==> src/rtl/cd_limit_ctrl_pkg.sv <==
// rtl/cd_limit_ctrl_pkg.sv - shared CD parameters and limit-controller state encoding
package cd_limit_ctrl_pkg;

    localparam int CLK_MAX_WIDTH = 32;

    typedef enum logic {
        ST_IDLE    = 1'b0,
        ST_PENDING = 1'b1
    } cd_state_t;

endpackage

==> src/rtl/cd_limit_ctrl_if.sv <==
// rtl/cd_limit_ctrl_if.sv - divide-ratio request handshake
interface cd_limit_ctrl_if
    import cd_limit_ctrl_pkg::*;
#(
    parameter int WIDTH = CLK_MAX_WIDTH
);

    logic             req_valid;
    logic [WIDTH-1:0] req_ratio;
    logic             req_ready;

    modport master (output req_valid, output req_ratio, input  req_ready);
    modport slave  (input  req_valid, input  req_ratio, output req_ready);

endinterface

==> src/rtl/cd_limit_ctrl_phase_mirror.sv <==
// rtl/cd_limit_ctrl_phase_mirror.sv - mirror of the downstream divider counter, flags its wrap
module cd_phase_mirror
    import cd_limit_ctrl_pkg::*;
#(
    parameter int WIDTH = CLK_MAX_WIDTH
) (
    input  logic             clk,
    input  logic             rst_n,
    input  logic [WIDTH-1:0] limit,
    output logic             wrap
);

    logic [WIDTH-1:0] phase;

    // limit is never below 1, so limit-1 cannot underflow
    assign wrap = (phase >= (limit - WIDTH'(1)));

    always_ff @(posedge clk or negedge rst_n) begin
        if (!rst_n) begin
            phase <= '0;
        end else if (wrap) begin
            phase <= '0;
        end else begin
            phase <= phase + WIDTH'(1);
        end
    end

endmodule

==> src/rtl/cd_limit_ctrl.sv <==
// rtl/cd_limit_ctrl.sv - accepts divide ratios and applies them to the divider limit only at a wrap
module cd_limit_ctrl
    import cd_limit_ctrl_pkg::*;
#(
    parameter int          WIDTH       = CLK_MAX_WIDTH,
    parameter int unsigned RESET_LIMIT = 2,
    parameter int unsigned MIN_RATIO   = 2
) (
    input  logic               clk,
    input  logic               rst_n,
    cd_limit_ctrl_if.slave     req,
    output logic [WIDTH-1:0]   limit,
    output logic               busy,
    output logic               upd_done,
    output logic               err
);

    localparam logic [WIDTH-1:0] RST_LIM = WIDTH'(RESET_LIMIT);
    localparam logic [WIDTH-1:0] MIN_R   = WIDTH'(MIN_RATIO);

    cd_state_t        state, state_nxt;
    logic [WIDTH-1:0] shadow, shadow_nxt;
    logic [WIDTH-1:0] limit_nxt;
    logic             err_nxt, done_nxt;
    logic             wrap;

    cd_phase_mirror #(.WIDTH(WIDTH)) u_mirror (
        .clk   (clk),
        .rst_n (rst_n),
        .limit (limit),
        .wrap  (wrap)
    );

    always_ff @(posedge clk or negedge rst_n) begin
        if (!rst_n) begin
            state    <= ST_IDLE;
            shadow   <= '0;
            limit    <= RST_LIM;
            err      <= 1'b0;
            upd_done <= 1'b0;
        end else begin
            state    <= state_nxt;
            shadow   <= shadow_nxt;
            limit    <= limit_nxt;
            err      <= err_nxt;
            upd_done <= done_nxt;
        end
    end

    // A request taken on a wrap edge still waits for the next wrap: no bypass to limit.
    always_comb begin
        state_nxt     = state;
        shadow_nxt    = shadow;
        limit_nxt     = limit;
        err_nxt       = 1'b0;
        done_nxt      = 1'b0;
        req.req_ready = 1'b0;
        busy          = 1'b0;
        case (state)
            ST_IDLE: begin
                req.req_ready = 1'b1;
                if (req.req_valid) begin
                    if (req.req_ratio < MIN_R) begin
                        err_nxt = 1'b1;
                    end else begin
                        shadow_nxt = req.req_ratio;
                        state_nxt  = ST_PENDING;
                    end
                end
            end
            ST_PENDING: begin
                busy = 1'b1;
                if (wrap) begin
                    limit_nxt = shadow;
                    state_nxt = ST_IDLE;
                    done_nxt  = 1'b1;
                end
            end
            default: state_nxt = ST_IDLE;
        endcase
    end

endmodule

==> src/flat_wrapper.sv <==
// flat-port wrapper written by rule: the top's interface ports become plain ports
module cd_limit_ctrl_flat import cd_limit_ctrl_pkg::*;
#(
    parameter int          WIDTH       = CLK_MAX_WIDTH,
    parameter int unsigned RESET_LIMIT = 2,
    parameter int unsigned MIN_RATIO   = 2
)
  (clk, rst_n, limit, busy, upd_done, err, req_req_valid, req_req_ratio, req_req_ready);
  cd_limit_ctrl_if #(.WIDTH(WIDTH)) req_i ();
  input  logic clk;
  input  logic rst_n;
  output logic [WIDTH-1:0] limit;
  output logic busy;
  output logic upd_done;
  output logic err;
  input wire logic [$bits(req_i.req_valid)-1:0] req_req_valid;
  input wire logic [$bits(req_i.req_ratio)-1:0] req_req_ratio;
  output wire logic [$bits(req_i.req_ready)-1:0] req_req_ready;
  assign req_i.req_valid = req_req_valid;
  assign req_i.req_ratio = req_req_ratio;
  assign req_req_ready = req_i.req_ready;
  cd_limit_ctrl #(.WIDTH(WIDTH), .RESET_LIMIT(RESET_LIMIT), .MIN_RATIO(MIN_RATIO)) u_core (.clk(clk), .rst_n(rst_n), .req(req_i), .limit(limit), .busy(busy), .upd_done(upd_done), .err(err));
endmodule
==> config.mk <==
export PLATFORM = sky130hd
export DESIGN_NAME = cd_limit_ctrl_flat
export DESIGN_NICKNAME = d
export VERILOG_FILES = /design/src/rtl/cd_limit_ctrl_pkg.sv /design/src/rtl/cd_limit_ctrl_if.sv /design/src/rtl/cd_limit_ctrl_phase_mirror.sv /design/src/rtl/cd_limit_ctrl.sv /design/src/flat_wrapper.sv
export SDC_FILE = /design/constraint.sdc
export NUM_CORES = 1
export LEC_CHECK = 0
export BUFFER_PORTS_ARGS = -buffer_cell sky130_fd_sc_hd__buf_2
export CORE_MARGIN = 2
export CORE_UTILIZATION = 29
export DETAILED_ROUTE_END_ITERATION = 10
export HOLD_SLACK_MARGIN = 0.1
export PLACE_DENSITY = 0.51
export SYNTH_ARGS = -nofsm -noshare
export SYNTH_HDL_FRONTEND = slang
export SYNTH_SLANG_ARGS = --single-unit
==> constraint.sdc <==
create_clock -name clk -period 5 [get_ports clk]
set_input_delay 0.5 -clock clk [delete_from_list [all_inputs] [get_ports clk]]
set_output_delay 0.5 -clock clk [all_outputs]
set_load 0.03 [all_outputs]
==> impl_metrics.toml, run 1 <==
[run_status]
status = "finished clean"

[route]
dr.max_layer_used = "met4"
drcViolationCount = 0
vias_per_cell = 4.70
antenna_left = 0
wl_per_cell_um = 15.3
met3_wirelength_um = 320
drt_iter0_drc = 126
firstDrtPassIters = 6
met1_length_mm = 5.63
vias = 3694
wirelength_mm = 12.0
wl_met2_mm = 5.78

[global_routing]
grt_max_degree = 64
grt_pass1_wl_mm = 19.9
grt-ovfl-total = 0
grt_antenna_before_repair = 0
grt_usage = 0.128
grt_pass1_vias = 3746

[timing]
skew_ps = 9.53
slew_viol_final = 0
rsz0062_at_grt = "false"
relSlewSlack = 0.469
finalCritPeriodShare = 0.840
fmax_mhz = 238
finalSetupViolCount = 0
hold_viol = 0
worstMarginPinSlew_ps = 797
setup_tns_ps = 0
min_period_ps = 4200

[setup_path]
ff2ff_path_depth = 13
critPathMaxStageDelay_ps = 580
crit_path_end_kind = "flop"
rrSetupSlack_ps = 800
crit_arrival_ps = 4410
cp_max_fo = 33
critPathSlowestCell = "or2_2"
cp.depth = 13
endpoint = "u_core.state$_DFF_PN0_"
cp-start-kind = "flop"
worstPathRequired_ps = 5210
cp.buffers_inverters = 0
path_delay_family = "simple AND/OR/NAND/NOR gates"
crit_type = "flop to flop"
path_cells = "nor4_1 -> nand4b_1 -> or2_1 -> nor2b_2 -> nand2_1 -> xor2_1 -> ha_1 -> nand4_1 -> nor4_1 -> nand2_1 -> nor3b_1 -> or2_2 -> o21ai_0"
worstReg2RegStart = "u_core.limit[7]$_DFFE_PN0P_"
r2r-end = "u_core.state$_DFF_PN0_"
cp-startpoint = "u_core.limit[7]$_DFFE_PN0P_"

[worst_hold_path]
worstHoldPathType = "primary input to async pin"

[power_and_ir_drop]
ir_drop_mv = 0.125
power.density_nw_per_um2 = 242
power.leakage_uw = 0.00330

[finish]
area_delta_synth_final_pct = 16.4
ff_latch_area_um2 = 2480
post-route-util = 0.345
num_antenna_cells = 0
multi_input_area_um2 = 2750
fillers = 1870
layout.nets = 621
instances_no_fill = 786
drive_gt1_frac = 0.296

[logic_synthesis]
synth_seq_cells = 99
yosysWarnings = 0
netlist_area_um2 = 5340
synth_edf_count = 0
syn-num-nets = 548
synth.most_common_cell = "dfrtp_1"
synth_top_area_share = 0.459
synthTopCellsByArea = "dfrtp_1 (46%), mux2_2 (13%), ha_1 (8.0%)"
yosysUniqueCellTypes = 47
async_flop_share = 1.00
dominantRegCellSynth = "dfrtp_1"
ys_seq_area_frac = 0.464
synth_area_per_cell_um2 = 11.1
synth_top_area_cell = "dfrtp_1"
syn_inst = 479
yosys-top-cells-count = "dfrtp_1 (98), mux2_2 (64), nor2_1 (54)"

[clock_network]
htreeDepth = 3
hold_buffers = 0
cts_tree = "done"
cts.sinks = 99
clk_pin_slew_worst_paths_ps = 70
clk_latency_ps = 360
cts_setup_buffers = 0
cts_root_buf = "clkbuf_16"
cts_made_buffers = 9
cts_resized = 0
clockBufferDepth = 2

[placement]
gp_congestion = 0.801
hpwlAfterDp_mm = 9.15
io_buffers = 70
place_inst = 770

[die]
num_rows = 49
ios = 71
dieWidth_um = 140
start_util = 0.296
die_area_um2 = 19500
coreArea_um2 = 18000
die_height_um = 140

[job]
maxCapViolations = 0
metal layers:
layer | vias up | GRT usage
li1 | 1833 | -
met1 | 1798 | 0.170
met2 | 50 | 0.207
met3 | 13 | 0.0206
met4 | 0 | 0.0563
met5 | - | 0
area by class of cell:
| cell class | instances | share of cell area |
|---|---|---|
| multi-input cells | 357 | 0.442 |
| flip-flops and latches | 99 | 0.399 |
| repair buffers | 73 | 0.0604 |
| well taps | 229 | 0.0461 |
| clock buffers | 12 | 0.0397 |
| inverters | 12 | 0.00725 |
| clock inverters | 4 | 0.00544 |
how the worst min path moves through the flow:
stage,to,slack [ps],start,cells past startpoint
final,u_core.shadow[0]$_DFFE_PN0P_,80,rst_n,1
after global routing,u_core.shadow[0]$_DFFE_PN0P_,120,rst_n,1
after CTS,u_core.shadow[0]$_DFFE_PN0P_,100,rst_n,1
after detailed placement,u_core.shadow[0]$_DFFE_PN0P_,490,rst_n,1
after global placement,u_core.limit[27]$_DFFE_PN0P_,480,u_core.shadow[27]$_DFFE_PN0P_,1
after floorplan,u_core.err$_DFF_PN0_,200,rst_n,0
per-stage QoR:
step | power, uW | setup slack (ps) | hold slack [ps] | area [um2]
6_report | 1500 | 801 | 83.5 | 6210
5_1_grt | 1560 | 233 | 116 | 6210
4_1_cts | 1530 | 752 | 104 | 6210
3_5_place_dp | 853 | 753 | 486 | 5930
3_3_place_gp | 852 | 882 | 482 | 5930
2_1_floorplan | 818 | 1150 | 204 | 5340
flip-flops by register name, indices dropped and copies added (netlist names):
signal and flops:
u_core.shadow 32, u_core.err 1, u_core.state 1, u_core.upd_done 1, u_core.u_mirror.phase 32, u_core.limit 32
cells by family (layout without fill, tap and decap cells):
kind of cell	after synthesis	after routing	share of synthesized area
XOR/XNOR	59	59	0.0968
AND/OR/NAND/NOR	171	171	0.172
flip-flops	99	99	0.464
AO/OA/AOI/OAI	29	29	0.0316
adder cells (fa/ha/maj)	34	34	0.0797
buffers and inverters	23	101	0.0211
multiplexers	64	64	0.135
cells in the final DEF (no fill, tap or decap), drive strengths merged, types with 15 or more instances in the layout:
| master | synthesis | routed |
|---|---|---|
| xor2 | 26 | 26 |
| nor2 | 54 | 54 |
| buf | 9 | 73 |
| mux2 | 64 | 64 |
| nand2 | 34 | 34 |
| dfrtp | 98 | 98 |
| ha | 34 | 34 |
| a21oi | 15 | 15 |
| xnor2 | 33 | 33 |
report_power, final:
| group | leakage [uW] | switching (uW) | total (uW) | internal (uW) |
|---|---|---|---|---|
| Combinational | 0.00180 | 24.4 | 35.6 | 11.2 |
| Sequential | 0.00136 | 0 | 800 | 800 |
| Clock | 0.000134 | 311 | 667 | 356 |
| Total | 0.00330 | 335 | 1500 | 1170 |
worst register-to-register path, delay by kind of cell, from the launching register on:
kind                       cells  cell delay (ps)
and+or+nand+nor               10             2970
DFF                            1              460
adders and majority gates      1              300
AOI/OAI and AO/OA              1              170
xor gates and xnor gates       1              160
Note: power is estimated with default switching activity, not from simulation.
==> run 2, diff against run 1 <==
==> constraint.sdc (replaced) <==
create_clock -name clk -period 4.32 [get_ports clk]
set_input_delay 0.432 -clock clk [delete_from_list [all_inputs] [get_ports clk]]
set_output_delay 0.432 -clock clk [all_outputs]
set_load 0.03 [all_outputs]
==> impl_metrics.toml, run 2 (synthesized netlist as in run 1, its figures left out) <==
[finish]
reg.largest.list = "u_core.limit: 32 flops, u_core.shadow: 32 flops, u_core.u_mirror.phase: 32 flops"
instances_no_fill = 789
layout.cells.most_common = "dfrtp_1"
num_antenna_cells = 0
final_cell_mix = "dfrtp_1 (98), buf_2 (69), mux2_2 (64)"
layout.nets = 624
fillers = 1843
area_delta_synth_final_pct = 17.4
drive_gt1_frac = 0.309

[timing]
worstMarginPinSlew_ps = 859
rsz0062_at_grt = "false"
finalSetupViolCount = 0
fmax_mhz = 250
setup_tns_ps = 0
relSlewSlack = 0.428
slew_viol_final = 0
min_period_ps = 4000
skew_ps = 5.42
fin_ws_ps = 320
hold_viol = 0
finalCritPeriodShare = 0.926

[job]
maxCapViolations = 0

[global_routing]
grt_max_degree = 69
grt_usage = 0.126
grt_antenna_before_repair = 0
grt-ovfl-total = 0
grt_pass1_wl_mm = 19.9
grt_pass1_vias = 3800

[route]
firstDrtPassIters = 4
vias_per_cell = 4.65
antenna_left = 0
drt_iter0_drc = 112
wirelength_mm = 11.9
vias = 3672
drcViolationCount = 0
wl_per_cell_um = 15.1

[power_and_ir_drop]
power.density_nw_per_um2 = 280
ir_drop_mv = 0.163
power.leakage_uw = 0.00333

[placement]
place_inst = 773
hpwlAfterDp_mm = 9.09
gp_congestion = 0.804
dp_slack_ps = 273
io_buffers = 70

[die]
start_util = 0.296
die_height_um = 140
die_area_um2 = 19500
num_rows = 49
coreArea_um2 = 18000
dieWidth_um = 140
ios = 71

[clock_network]
cts_root_buf = "clkbuf_16"
cts.sinks = 99
cts_made_buffers = 9
cts_tree = "done"
htreeDepth = 3
clockBufferDepth = 2
clk_pin_slew_worst_paths_ps = 70
clk_latency_ps = 340

[setup_path]
crit_type = "flop to flop"
rrSetupSlack_ps = 320
ff2ff_path_depth = 14
path_cells = "or3_4 -> or4_4 -> nor3_4 -> nand2_4 -> nor3b_2 -> xnor2_1 -> ha_1 -> nand4_1 -> nor4_2 -> nand2_1 -> o2111ai_1 -> o21ai_2 -> buf_4 -> mux2_2"
crit_arrival_ps = 4230
worstPathRequired_ps = 4550
cp_max_fo = 33
r2r-end = "u_core.limit[0]$_DFFE_PN0P_"
critPathSlowestCell = "or4_4"
critPathMaxStageDelay_ps = 480
worstReg2RegStart = "u_core.limit[3]$_DFFE_PN0P_"
cp-start-kind = "flop"
crit_path_end_kind = "flop"

[worst_hold_path]
worstHoldPathType = "primary input to async pin"

[run_status]
status = "finished clean"
[run 2: changes by cell type in the layout (fill, tap and decap cells not counted), sizes merged]
| cell | before | now |
|---|---|---|
| clkbuf | 12 | 9 |
| clkinvlp | 1 | 0 |
| buf | 73 | 76 |
| clkinv | 1 | 3 |
| inv | 14 | 16 |
[run 2: where the power goes]
part           switching (uW)  internal (uW)
Clock                     388            403
Combinational            27.8           13.0
Sequential                  0            926
[run 2: stage by stage]
step           hold slack [ps]  utilization  instance area, um2  total power (uW)
3_3_place_gp               474        0.331                5970               986
2_1_floorplan              136            -                5340               946
4_1_cts                    217        0.347                6250              1790
6_report                   168        0.348                6270              1760
3_5_place_dp               486        0.331                5970               987
5_1_grt                    246        0.348                6270              1830
[run 2: how the worst max path moves through the flow]
stage	slack, ps	cells after the start	to	from
after floorplan	470	14	u_core.limit[10]$_DFFE_PN0P_	u_core.limit[3]$_DFFE_PN0P_
after global placement	380	14	u_core.limit[3]$_DFFE_PN0P_	u_core.limit[3]$_DFFE_PN0P_
after detailed placement	270	14	u_core.limit[0]$_DFFE_PN0P_	u_core.limit[3]$_DFFE_PN0P_
after CTS	270	14	u_core.limit[17]$_DFFE_PN0P_	u_core.limit[3]$_DFFE_PN0P_
after global routing	20	14	u_core.limit[3]$_DFFE_PN0P_	u_core.limit[14]$_DFFE_PN0P_
final	320	14	u_core.limit[0]$_DFFE_PN0P_	u_core.limit[3]$_DFFE_PN0P_
[run 2: what timing repair did]
action	in CTS	in global routing
endpoints found under the hold margin	0	0
setup buffers	0	0
hold buffers	0	0
gates resized for setup	0	3
setup endpoints to repair	0	32
[run 2: cell type report]
cell class	instances	area [um2]	area share
clock buffer	9	225	0.0359
clock inverter	7	58.8	0.00938
inverter	12	45.0	0.00718
multi-input combinational	357	2770	0.441
sequential	99	2480	0.395
tap	229	287	0.0457
timing repair buffer	76	410	0.0654
[run 2: critical path: cells and delay by family, from the launching register on]
kind	cells	cell delay, ps
simple gates	8	2030
compound gates	2	370
flops	1	430
mux	1	320
xor+xnor	1	100
buf+inv	1	280
fa+ha+maj	1	330
[run 2: routing by layer]
layer / GRT usage / vias to the layer above / share of wire
met5: 0 / - / 0
met4: 0.0321 / 0 / 0.011
met3: 0.0231 / 9 / 0.026
met2: 0.208 / 43 / 0.48
met1: 0.170 / 1786 / 0.49
li1: - / 1834 / -
